===== src/rtl/caliptra_prim_arb_skid_pkg.sv =====
// rtl/caliptra_prim_arb_skid_pkg.sv - shared types and constants for the arbiter output skid stage
package caliptra_prim_arb_skid_pkg;

    // State encoding equals the number of buffered entries.
    typedef enum logic [1:0] {
        SkidEmpty = 2'd0,
        SkidOne   = 2'd1,
        SkidFull  = 2'd2
    } skid_state_e;

    localparam logic [1:0] OccEmpty = 2'd0;
    localparam logic [1:0] OccOne   = 2'd1;
    localparam logic [1:0] OccFull  = 2'd2;

    // Occupancy reported for a given state; unused encodings read as empty.
    function automatic logic [1:0] occ_of(skid_state_e s);
        logic [1:0] occ;
        case (s)
            SkidOne:  occ = OccOne;
            SkidFull: occ = OccFull;
            default:  occ = OccEmpty;
        endcase
        return occ;
    endfunction

endpackage


===== src/rtl/caliptra_prim_sat_cnt.sv =====
// rtl/caliptra_prim_sat_cnt.sv - saturating up-counter with synchronous clear
module caliptra_prim_sat_cnt #(
    parameter int W = 16
) (
    input  logic         clk_i,
    input  logic         rst_i,
    input  logic         clr_i,
    input  logic         inc_i,
    output logic [W-1:0] cnt_o
);

    logic [W-1:0] cnt_q;
    logic [W-1:0] cnt_d;

    // Clear wins over increment; increment stops at all-ones.
    always_comb begin
        cnt_d = cnt_q;
        if (clr_i) begin
            cnt_d = '0;
        end else if (inc_i && (cnt_q != {W{1'b1}})) begin
            cnt_d = cnt_q + W'(1);
        end
    end

    // Counter register.
    always_ff @(posedge clk_i or posedge rst_i) begin
        if (rst_i) begin
            cnt_q <= '0;
        end else begin
            cnt_q <= cnt_d;
        end
    end

    assign cnt_o = cnt_q;

endmodule


===== src/rtl/caliptra_prim_arb_out_skid.sv =====
// rtl/caliptra_prim_arb_out_skid.sv - registered 2-entry skid stage behind the N:1 arbiter with per-source counters
module caliptra_prim_arb_out_skid
    import caliptra_prim_arb_skid_pkg::*;
#(
    parameter int N    = 8,
    parameter int DW   = 32,
    parameter int CntW = 16,
    localparam int IdxW = (N > 1) ? $clog2(N) : 1
) (
    input  logic              clk_i,
    input  logic              rst_i,
    input  logic              valid_i,
    input  logic [DW-1:0]     data_i,
    input  logic [IdxW-1:0]   idx_i,
    output logic              ready_o,
    output logic              valid_o,
    output logic [DW-1:0]     data_o,
    output logic [IdxW-1:0]   idx_o,
    input  logic              ready_i,
    input  logic              flush_i,
    input  logic              clr_cnt_i,
    output logic [1:0]        occ_o,
    output logic [N*CntW-1:0] cnt_o
);

    skid_state_e     state_q, state_d;
    logic [DW-1:0]   main_data_q, main_data_d;
    logic [IdxW-1:0] main_idx_q, main_idx_d;
    logic [DW-1:0]   skid_data_q, skid_data_d;
    logic [IdxW-1:0] skid_idx_q, skid_idx_d;

    logic up_xfer;
    logic dn_xfer;

    // ready_o is built only from registered state and flush, never from ready_i.
    assign ready_o = (state_q != SkidFull) & ~flush_i;
    assign valid_o = (state_q != SkidEmpty);
    assign occ_o   = occ_of(state_q);
    assign data_o  = main_data_q;

    assign up_xfer = valid_i & ready_o;
    assign dn_xfer = valid_o & ready_i;

    // Next-state and datapath selection; flush drops everything and leaves the
    // output registers untouched so data_o keeps its last presented value.
    always_comb begin
        state_d     = state_q;
        main_data_d = main_data_q;
        main_idx_d  = main_idx_q;
        skid_data_d = skid_data_q;
        skid_idx_d  = skid_idx_q;
        if (flush_i) begin
            state_d = SkidEmpty;
        end else begin
            case (state_q)
                SkidEmpty: begin
                    if (up_xfer) begin
                        main_data_d = data_i;
                        main_idx_d  = idx_i;
                        state_d     = SkidOne;
                    end
                end
                SkidOne: begin
                    if (up_xfer && dn_xfer) begin
                        main_data_d = data_i;
                        main_idx_d  = idx_i;
                    end else if (up_xfer) begin
                        skid_data_d = data_i;
                        skid_idx_d  = idx_i;
                        state_d     = SkidFull;
                    end else if (dn_xfer) begin
                        state_d = SkidEmpty;
                    end
                end
                SkidFull: begin
                    if (dn_xfer) begin
                        main_data_d = skid_data_q;
                        main_idx_d  = skid_idx_q;
                        state_d     = SkidOne;
                    end
                end
                default: state_d = SkidEmpty;
            endcase
        end
    end

    // State and entry registers.
    always_ff @(posedge clk_i or posedge rst_i) begin
        if (rst_i) begin
            state_q     <= SkidEmpty;
            main_data_q <= '0;
            main_idx_q  <= '0;
            skid_data_q <= '0;
            skid_idx_q  <= '0;
        end else begin
            state_q     <= state_d;
            main_data_q <= main_data_d;
            main_idx_q  <= main_idx_d;
            skid_data_q <= skid_data_d;
            skid_idx_q  <= skid_idx_d;
        end
    end

    // With a single source the index carries no information.
    if (N == 1) begin : g_single
        logic unused_idx;
        assign unused_idx = ^{main_idx_q, skid_idx_q};
        assign idx_o      = '0;
    end else begin : g_multi
        assign idx_o = main_idx_q;
    end

    // One counter per source; an out-of-range index matches no counter.
    for (genvar k = 0; k < N; k++) begin : g_cnt
        localparam logic [IdxW-1:0] KIdx = IdxW'(k);
        logic inc;
        assign inc = dn_xfer & (idx_o == KIdx);
        caliptra_prim_sat_cnt #(
            .W(CntW)
        ) u_cnt (
            .clk_i (clk_i),
            .rst_i (rst_i),
            .clr_i (clr_cnt_i),
            .inc_i (inc),
            .cnt_o (cnt_o[k*CntW +: CntW])
        );
    end

`ifndef SYNTHESIS
    // The arbiter holds its offer until it is accepted.
    a_input_hold: assume property (@(posedge clk_i) disable iff (rst_i)
        (valid_i && !ready_o) |=> (valid_i && $stable(data_i) && $stable(idx_i)));

    // A full buffer never advertises space.
    a_full_not_ready: assert property (@(posedge clk_i) disable iff (rst_i)
        (occ_o == OccFull) |-> !ready_o);

    // Valid mirrors non-zero occupancy.
    a_valid_occ: assert property (@(posedge clk_i) disable iff (rst_i)
        valid_o == (occ_o != OccEmpty));

    // Presented entry is frozen while the consumer stalls.
    a_out_stable: assert property (@(posedge clk_i) disable iff (rst_i)
        (valid_o && !ready_i && !flush_i) |=> (valid_o && $stable(data_o) && $stable(idx_o)));

    // Occupancy is bounded by the two entries.
    a_occ_max: assert property (@(posedge clk_i) disable iff (rst_i)
        occ_o <= OccFull);

    // Control outputs are always driven to known values.
    a_known: assert property (@(posedge clk_i) disable iff (rst_i)
        !$isunknown({valid_o, ready_o, idx_o, occ_o}));
`endif

endmodule


===== config.mk =====
export PLATFORM = sky130hd
export DESIGN_NAME = caliptra_prim_arb_out_skid
export DESIGN_NICKNAME = d
export VERILOG_FILES = /design/src/rtl/caliptra_prim_arb_skid_pkg.sv /design/src/rtl/caliptra_prim_sat_cnt.sv /design/src/rtl/caliptra_prim_arb_out_skid.sv
export SDC_FILE = /design/constraint.sdc
export NUM_CORES = 1
export LEC_CHECK = 0
export BUFFER_PORTS_ARGS = -buffer_cell sky130_fd_sc_hd__buf_2
export CORE_UTILIZATION = 48
export CTS_BUF_LIST = sky130_fd_sc_hd__clkbuf_4 sky130_fd_sc_hd__clkbuf_8
export DETAILED_ROUTE_END_ITERATION = 16
export HOLD_SLACK_MARGIN = 0.15
export PLACE_DENSITY = 0.72
export SYNTH_ARGS = -nofsm -noshare
export SYNTH_HDL_FRONTEND = slang
export SYNTH_SLANG_ARGS = --single-unit

===== constraint.sdc =====
create_clock -name clk_i -period 7.7 [get_ports clk_i]
set_input_delay 0.385 -clock clk_i [delete_from_list [all_inputs] [get_ports clk_i]]
set_output_delay 0.385 -clock clk_i [all_outputs]
set_load 0.01 [all_outputs]

Yosys cells after proc, flatten, opt, wreduce, memory -nomap -nowiden
Cells that the tools add are included.
W data, S select, Z words.
{ "totals": {"reg_bits": 200, "out_inout_bits": 167, "input_bits": 41, "elab_cells": 115} }
{ "classes": {"add_sub_neg": 8, "muxes": 32, "eq_ne": 25, "reduce_logical": 24, "bitwise_logic": 13} }
{ "op_table": {"columns": ["cell", "n"], "rows": [
  ["$mux W16", 16],
  ["$add A16 B1 Y16 const B", 8],
  ["$ne A16 B16 Y1 const B", 8],
  ["$mux W32", 3],
  ["$pmux W32 S3", 1],
  ["$reduce_bool A2 Y1", 9],
  ["$eq A3 B3 Y1 const B", 4],
  ["$mux W2", 6],
  ["$and A1 B1 Y1", 11],
  ["$logic_and A1 B1 Y1", 9],
  ["$mux W3", 3],
  ["$ne A3 B3 Y1 const B", 3],
  ["$pmux W3 S3", 1],
  ["$ne A2 B2 Y1 const B", 4],
  ["$reduce_and A4 Y1", 2],
  ["$eq A3 B2 Y1 const B", 2],
  ["$pmux W2 S3", 1],
  ["$reduce_and A5 Y1", 1],
  ["$ne A4 B4 Y1 const B", 1],
  ["$pmux W2 S2", 1],
  ["$eq A3 B1 Y1 const B", 1],
  ["$logic_not A3 Y1", 1],
  ["$reduce_bool A3 Y1", 1],
  ["$eq A2 B1 Y1 const B", 1],
  ["other kinds (3)", 4]
]} }

Longest topological paths before layout
Gate-level depths: netlist of run 1.
{ "depth": {"depth_word": 7, "depth_mapped": 8, "depth_no_buf": 6} }

Modules after synthesis
From an unflattened synthesis of run 1, not the netlist that was laid out.
{ "hier_totals": {"hier_cells": 1029, "area_unflattened_um2": 10861.7} }
{ "modules_own_cells": {"columns": ["mod", "instances", "seq_area_each_um2", "area_each_um2", "cells_each"], "rows": [
  ["caliptra_prim_sat_cnt", 8, 400.4, 932.1, 101],
  ["caliptra_prim_arb_out_skid", 1, 1801.7, 3404.5, 221]
]} }

Least setup slack after synthesis of run 1
OpenSTA, ideal clock, no wires.
{ "synth_timing": {"path_kind": "register -> register", "start": "reg g_cnt[5].u_cnt.cnt_q[0]", "end": "reg g_cnt[5].u_cnt.cnt_q[8]", "setup_slack_ns": 5.617, "setup_ns": 0.125, "stages_incl_launch_ff": 7, "period_less_slack_ns": 2.083, "arrival_ns": 1.958, "n_path_buf": 0, "required_time_ns": 7.575, "cell_sequence": "dfrtp_1 -> ha_1 -> nand4_1 -> nor3_1 -> a21oi_1 -> nand4_1 -> mux2_2"} }
{ "synth_via": {"elab_chain_len": 3, "word_cells_on_any_way": 6, "classes_between": "1 x add/sub; 1 x eq/ne; 2 x mux; 2 x reduce/logical"} }
{ "synth_rtl": {"columns": ["item", "line_no", "text"], "rows": [
  ["start: declaration", "caliptra_prim_sat_cnt.sv:12", "logic [W-1:0] cnt_q;"],
  ["start signal: assignment", "caliptra_prim_sat_cnt.sv:30", "cnt_q <= cnt_d;"],
  ["$add A16 B1 Y16 or $ne A16 B16 Y1 (tied branches)", "caliptra_prim_sat_cnt.sv:21, caliptra_prim_sat_cnt.sv:20", null],
  ["$mux W16 or $logic_and A1 B1 Y1 (tied branches)", "caliptra_prim_sat_cnt.sv:20", "end else if (inc_i && (cnt_q != {W{1'b1}})) begin"],
  ["$mux W16 or $reduce_bool A2 Y1 (tied branches)", null, null]
]} }
Parallel ways exist; a longest one is shown, timed or not. The select of a mux whose other input is x is not followed.
A chain may end at the register's enable or synchronous reset.

Final worst setup path of run 1
{ "layout_timing": {"start": "reg main_idx_q[1], in the netlist idx_o[1]", "end": "reg g_cnt[0].u_cnt.cnt_q[13]"} }
{ "layout_via": {"elab_chain_len": 4} }
{ "layout_rtl": {"columns": ["item", "line_no", "text"], "rows": [
  ["start: declaration", "caliptra_prim_arb_out_skid.sv:28", "logic [IdxW-1:0] main_idx_q, main_idx_d;"],
  ["start signal: assignment", "caliptra_prim_arb_out_skid.sv:98", "main_idx_q <= main_idx_d;"],
  ["$logic_not A3 Y1", "caliptra_prim_arb_out_skid.sv:117", "assign inc = dn_xfer & (idx_o == KIdx);"],
  ["$and A1 B1 Y1", "caliptra_prim_arb_out_skid.sv:117", null],
  ["$logic_and A1 B1 Y1", "caliptra_prim_sat_cnt.sv:20", null],
  ["$reduce_bool A2 Y1 (no line)", null, null],
  ["end signal: assignment", "caliptra_prim_sat_cnt.sv:30", null],
  ["end: declaration", "caliptra_prim_sat_cnt.sv:12", null]
]} }
Every way passes these cells.

==> out/metrics.cfg, run 1 <==
[outcome]
outcome = finished clean

[placed_design]
gp_routability_congestion = 0.8612
number_of_buffers_added_on_ports = 207
hpwl_um = 15750

[timing]
fin_tns_setup_ns = 0
slew_violations = 0
worst_tran_pin_value_ns = 1.039
timing.final.crit_share = 0.3318
grt_setup_unrepaired = false
report.final.hold_viol_count = 0
final_min_period_ns = 2.555
max_slew_margin = 0.3009
timing.final.setup_violations = 0
maxClockFrequency_mhz = 391.4
skew_ns = 0.01230
fin_worst_hold_slack_ns = 0.1157

[grt]
grt_start_max_net_pins = 148
grt_first_pass_wirelength_um = 38780
grtUsageTotal = 0.2251
grt_overflow_total = 0
grt_pass1_vias = 7683
grt_antenna_before_repair = 1

[critical_path]
cp_data_required_time_ns = 8.06
crit_buf_inv = 0
cpPeakStageDelay_ns = 0.63
data_arrival_time_of_the_worst_path_ns = 2.91
critPathTopFamily = simple AND/OR/NAND/NOR gates
regToRegEndpoint = g_cnt[0].u_cnt.cnt_o[13]$_DFFE_PP0P_
reg2reg_setup_slack_ns = 5.15
crit_fanout = 14
critical_path.cell_chain = nor3b_1 -> nand2b_1 -> nor4_2 -> a21oi_1 -> a31o_2
critical_path.slowest_cell = nor4_2
reg2reg_depth = 5
r2r_start = idx_o[1]$_DFFE_PP0P_
timing.critical_path.from_type = flop
critPathCaptureType = flop
criticalPathCategory = reg -> reg

[pwr]
seq_power_share = 0.577
post-layout-total-power_w = 0.002061
power.density_cell_area_mw_per_mm2 = 174.8
ir_drop_worst_case_vdd_uv = 113.0
p_leak_nw = 5.142
switching_share = 0.2644
comb_pwr_share = 0.121
power.clock.fraction = 0.301
power.switching_w = 0.0005449
internal_pwr_total_w = 0.001516

[cells_and_area]
seqCellArea_mm2 = 0.005005
fin_nets = 1249
multi_input_area_mm2 = 0.004659
flow.area_growth_from_synthesis_pct = 19.86
filler_cell_count = 1716
post_route_cells_drive_above_1_share = 0.2448

[cts]
clk-insertion-delay-late_ns = 0.46
cts_tree = yes
htreeDepth = 4
post_cts_buffers = 0
cts-root-buf = clkbuf_8
numCtsBuffers = 17
clock_tree.buffer_depth = 2
post_cts_resize_count = 0
clock-sinks = 200
clk_transition_reported_paths_ns = 0.09

[drt]
detail-route-antenna-nets = 0
totalWireLength_um = 23180
routed-via-count = 8106
dr_pass1_iterations = 5
drt_iter0_drc = 354
drc_errors = 0
avgViaCountPerCell = 5.496
wire_per_inst_um = 15.72

[synthesis]
synthesis.area_per_instance_um2 = 10.06
synth-main-ff-cell = dfrtp_1
post_synth_and_or_nand_nor_area_fraction = 0.2295
netlist_area_mm2 = 0.009837
ys_seq_area_frac = 0.5088
synth_top_family_by_area = simple AND/OR/NAND/NOR gates
most_frequently_used_cell_type_in_the_post_synthesis_netlist = dfrtp_1
synthesis.nets = 1027
synthTopCellsByArea = dfrtp_1 51%, xnor2_1 6.8%, nor2_1 6.4%
post-synth-top-area-fraction = 0.5088
synthArstFlopShare = 1.000
share_of_the_synthesized_area_in_compound_gates_ao_oa_aoi_oai = 0.05724
post_synth_fa_ha_maj_area_fraction = 0.01018
postSynthRegisterBits = 200
synth.cells.most_frequent = 200 x dfrtp_1, 167 x nor2_1, 76 x xnor2_1
synthXorXnorAreaFrac = 0.09438
post_synth_mux_area_share = 0.08001
synth-edff-count = 0
synth_cell_types = 45
postSynthCellCount = 978
synthesis.yosys.warnings = 0
post-synth-top-area-cell = dfrtp_1

[die]
die-width_um = 145.2
design.portCount = 208
core-area_mm2 = 0.01978
row_count = 51
initial_core_util = 0.4973
die_y_um = 145.2
floorplan.die_area_mm2 = 0.02107

[min_path]
timing.hold.worst.class = in -> async

[run]
number_of_maximum_capacitance_constraint_violations = 0

-- cells in the final DEF (no fill, tap or decap), drive strengths merged, types with 4 or more instances in the layout --
| cell type | n |
|---|---|
| nor2 | 167 |
| nor3b | 6 |
| or3 | 15 |
| and3 | 12 |
| dlygate4sd3 | 34 |
| and4 | 15 |
| or2 | 10 |
| ha | 8 |
| clkbuf | 20 |
| dfrtp | 200 |
| nor4b | 10 |
| clkinvlp | 4 |
| mux2i | 37 |
| nor3 | 22 |
| nor2b | 4 |
| inv | 7 |
| nand4 | 48 |
| a21oi | 58 |
| o21ai | 14 |
| xor2 | 30 |
| buf | 212 |
| nor4 | 37 |
| xnor2 | 76 |
| nand2 | 43 |
| o211ai | 4 |
| nand3 | 45 |
| mux2 | 37 |
-- layout make-up --
| cell class | count | share of cell area |
|---|---|---|
| Timing Repair Buffer | 246 | 0.1201 |
| Clock inverter | 8 | 0.006686 |
| Sequential cell | 200 | 0.4245 |
| Multi-Input combinational cell | 728 | 0.3952 |
| Clock buffer | 20 | 0.02229 |
| Antenna cell | 1 | 0.0002122 |
| Tap cell | 265 | 0.02812 |
| Inverter | 7 | 0.002865 |
-- metal layers --
layer,track usage,vias to the layer above,share of wire
met5,0,-,0
met4,0.07105,0,0.015
met3,0.05503,30,0.063
met2,0.3550,220,0.46
met1,0.3053,3930,0.46
li1,-,3926,-
-- registers in the layout, indices dropped and copies added, names as in the netlist --
register / cells
data_o: 32
state_q: 2
idx_o: 3
g_cnt.u_cnt.cnt_o: 128
skid_idx_q: 3
skid_data_q: 32
-- worst max path at each step --
stage                               startpoint                                   end  slack, ns  cells past startpoint
after detailed placement               ready_i  g_cnt[0].u_cnt.cnt_o[13]$_DFFE_PP0P_       5.04                      6
final                     idx_o[1]$_DFFE_PP0P_  g_cnt[0].u_cnt.cnt_o[13]$_DFFE_PP0P_       5.15                      5
after global placement                 ready_i  g_cnt[0].u_cnt.cnt_o[13]$_DFFE_PP0P_       5.12                      6
after CTS                 idx_o[1]$_DFFE_PP0P_  g_cnt[0].u_cnt.cnt_o[13]$_DFFE_PP0P_       5.16                      5
after floorplan                          rst_i                 data_o[0]$_DFFE_PP0P_       1.86                      1
after global routing      idx_o[1]$_DFFE_PP0P_  g_cnt[0].u_cnt.cnt_o[13]$_DFFE_PP0P_       4.95                      5
-- timing repair --
action	in CTS	in global routing
setup endpoints to repair	0	0
hold endpoints to repair	34	0
hold buffers	34	0
-- cell families (layout without fill, tap and decap cells) --
logic type      after synthesis  after routing
compound gates               96             96
mux                          74             74
flops                       200            200
xor+xnor                    106            106
fa+ha+maj                     8              8
other cells                   0              1
simple gates                444            444
buf+inv                      50            281
-- stage by stage --
| stage | utilization | std cells | cell area (um2) | worst slack (ns) |
|---|---|---|---|---|
| 6_report | 0.5960 | 1475 | 11790 | 5.145 |
| 5_1_grt | 0.5959 | 1474 | 11790 | 4.948 |
| 4_1_cts | 0.5959 | 1474 | 11790 | 5.159 |
| 3_5_place_dp | 0.5614 | 1412 | 11110 | 5.042 |
| 3_3_place_gp | 0.5614 | 1412 | 11110 | 5.118 |
| 2_1_floorplan | - | 978 | 9837 | 1.861 |
-- worst reg2reg max path, stage by stage (launching register included) --
cell	delay, ns
dfrtp_1	0.47
nor3b_1	0.54
nand2b_1	0.45
nor4_2	0.63
a21oi_1	0.14
a31o_2	0.22
-- power by group through the flow --
stage	Sequential [W]	Clock (W)	Combinational, W
4_1_cts	0.00119	0.000642	0.000254
3_5_place_dp	0.00121	0	0.000242
2_1_floorplan	0.00121	0	0.000138
3_3_place_gp	0.00120	0	0.000234
6_report	0.00119	0.000621	0.000250
5_1_grt	0.00120	0.000677	0.000280
Note: power is estimated with default switching activity, not from simulation.
==> run 2: changes to the inputs <==
--- a/config.mk
+++ b/config.mk
@@ -10,7 +10,7 @@
 export CTS_BUF_LIST = sky130_fd_sc_hd__clkbuf_4 sky130_fd_sc_hd__clkbuf_8
 export DETAILED_ROUTE_END_ITERATION = 16
 export HOLD_SLACK_MARGIN = 0.15
-export PLACE_DENSITY = 0.72
+export PLACE_DENSITY = 0.74
 export SYNTH_ARGS = -nofsm -noshare
 export SYNTH_HDL_FRONTEND = slang
 export SYNTH_SLANG_ARGS = --single-unit
==> constraint.sdc (replaced) <==
create_clock -name clk_i -period 2.15 [get_ports clk_i]
set_input_delay 0.1075 -clock clk_i [delete_from_list [all_inputs] [get_ports clk_i]]
set_output_delay 0.1075 -clock clk_i [all_outputs]
set_load 0.01 [all_outputs]
==> out/metrics.cfg, run 2 (same netlist as run 1, synthesis figures left out) <==
[outcome]
outcome = finished clean

[cells_and_area]
flow.area_growth_from_synthesis_pct = 25.48
commonest_non_fill_non_tap_cell_in_the_layout = buf_2
layoutNonFillerInstCount = 1524
max_ffs_per_register = 128
post_route_cells_drive_above_1_share = 0.2724
final_design_area_no_fill_mm2 = 0.01234
seqCellArea_mm2 = 0.005006
fin_nets = 1297
multi_input_area_mm2 = 0.004673
layout.cells.most_common_list = 206 x buf_2, 199 x dfrtp_1, 167 x nor2_1
filler_cell_count = 1646
antenna-diode-count = 0

[placed_design]
gp_routability_congestion = 0.9063
placedCellCount = 1452
number_of_buffers_added_on_ports = 207
hpwl_um = 16610
dpl_cell_area_mm2 = 0.01150

[critical_path]
crit_buf_inv = 0
regToRegEndpoint = g_cnt[5].u_cnt.cnt_o[15]$_DFFE_PP0P_
r2r_start = g_cnt[5].u_cnt.cnt_o[2]$_DFFE_PP0P_
reg2reg_setup_slack_ns = 0.12
criticalPathCategory = reg -> reg
crit_fanout = 9
critPathCaptureType = flop
critical_path.cell_chain = nand3_1 -> or3_1 -> a211o_4 -> or4_1 -> a21oi_1
cpPeakStageDelay_ns = 0.47
cp_data_required_time_ns = 2.53
data_arrival_time_of_the_worst_path_ns = 2.41
critical_path.slowest_cell = or4_1
timing.critical_path.from_type = flop
critPathTopFamily = simple AND/OR/NAND/NOR gates
reg2reg_depth = 5

[die]
die_y_um = 145.2
floorplan.die_area_mm2 = 0.02107
core-area_mm2 = 0.01978
design.portCount = 208
die-width_um = 145.2
row_count = 51
initial_core_util = 0.4973

[grt]
grt_start_max_net_pins = 80
grt_pass1_vias = 7893
met2_layer_usage_reported_by_global_route = 0.3692
grt_first_pass_wirelength_um = 39140
grt.met1_usage = 0.2995
grt_overflow_total = 0
grt_antenna_before_repair = 0
grtUsageTotal = 0.2268
global_route.usage.met3 = 0.05755
globalRoute.busiestLayer = met2

[drt]
dr_pass1_iterations = 5
totalWireLength_um = 23730
avgViaCountPerCell = 5.453
drc_errors = 0
routed-via-count = 8311
wire_per_inst_um = 15.57
detail-route-antenna-nets = 0
drt_iter0_drc = 500

[timing]
fin_worst_hold_slack_ns = 0.2407
fin_tns_setup_ns = 0
max_slew_margin = 0.6093
worst_tran_pin_value_ns = 0.5712
final_min_period_ns = 2.031
maxClockFrequency_mhz = 492.5
timing.final.setup_violations = 0
timing.final.crit_share = 0.9444
grt_setup_unrepaired = false
report.final.hold_viol_count = 0
skew_ns = 0.01688
slew_violations = 0

[cts]
htreeDepth = 4
clk-insertion-delay-late_ns = 0.46
cts_tree = yes
clock_tree.buffer_depth = 2
clk_transition_reported_paths_ns = 0.10
clock-sinks = 200
cts-root-buf = clkbuf_8
numCtsBuffers = 17

[pwr]
p_leak_nw = 5.439
ir_drop_worst_case_vdd_uv = 423.0
power.density_cell_area_mw_per_mm2 = 628.4

[min_path]
timing.hold.worst.class = in -> async

[run]
number_of_maximum_capacitance_constraint_violations = 0

==> run 2: cell types whose count changed in the layout (fill, tap and decap cells not counted), moves of 2 or more <==
cell	before	now
dlygate4sd3_1	34	41
bufinv_16	1	3
clkinvlp_4	4	6
clkinv_2	2	0
buf_4	6	39
buf_12	0	8
inv_6	0	2
==> run 2: layout make-up <==
cell class / instances / area share
flip-flops and latches: 200 / 0.4056
inverters: 7 / 0.002433
multi-input cells: 728 / 0.3786
repair buffers: 294 / 0.1535
clock inverters: 10 / 0.01176
clock buffers: 20 / 0.02129
well taps: 265 / 0.02686
==> run 2: layer usage <==
metal / share of wire / vias to the layer above
met3: 0.064 / 27
met1: 0.45 / 4030
li1: - / 4018
met5: 0 / -
met2: 0.48 / 236
met4: 0.012 / 0
==> run 2: where the power goes <==
| group | internal, W | switching, W |
|---|---|---|
| Sequential | 0.00407 | 0.000181 |
| Combinational | 0.000473 | 0.000511 |
| Clock | 0.00120 | 0.00132 |
| Total | 0.00575 | 0.00201 |
==> run 2: timing repair <==
item	CTS	global route
endpoints found under the hold margin	206	0
hold buffers	41	0
setup buffers	0	1
endpoints found under the setup margin	0	1
gates resized for setup	0	6
==> run 2: tightest hold or removal path: stages <==
cell           delay (ns)
dlygate4sd3_1        0.53
buf_2                0.13
clkinvlp_4           0.38
==> run 2: worst max path at each step <==
stage                                                   start                                   end  slack [ns]  cells after the start
after global routing      g_cnt[5].u_cnt.cnt_o[3]$_DFFE_PP0P_  g_cnt[5].u_cnt.cnt_o[15]$_DFFE_PP0P_       0.005                      5
after global placement    g_cnt[5].u_cnt.cnt_o[1]$_DFFE_PP0P_  g_cnt[5].u_cnt.cnt_o[15]$_DFFE_PP0P_        0.12                      7
after floorplan                                         rst_i                 data_o[0]$_DFFE_PP0P_       -0.55                      1
after detailed placement  g_cnt[5].u_cnt.cnt_o[1]$_DFFE_PP0P_  g_cnt[5].u_cnt.cnt_o[15]$_DFFE_PP0P_        0.08                      7
final                     g_cnt[5].u_cnt.cnt_o[2]$_DFFE_PP0P_  g_cnt[5].u_cnt.cnt_o[15]$_DFFE_PP0P_        0.12                      5
after CTS                 g_cnt[5].u_cnt.cnt_o[1]$_DFFE_PP0P_  g_cnt[5].u_cnt.cnt_o[15]$_DFFE_PP0P_        0.05                      7
==> run 2: stage by stage <==
step,power [W],util,setup WS [ns]
after floorplan,0.004843,-,-0.5458
after global placement,0.005196,0.5815,0.1190
after detailed placement,0.005241,0.5815,0.08190
after CTS,0.007824,0.6228,0.04848
after global routing,0.008108,0.6240,0.004662
final,0.007757,0.6240,0.1195
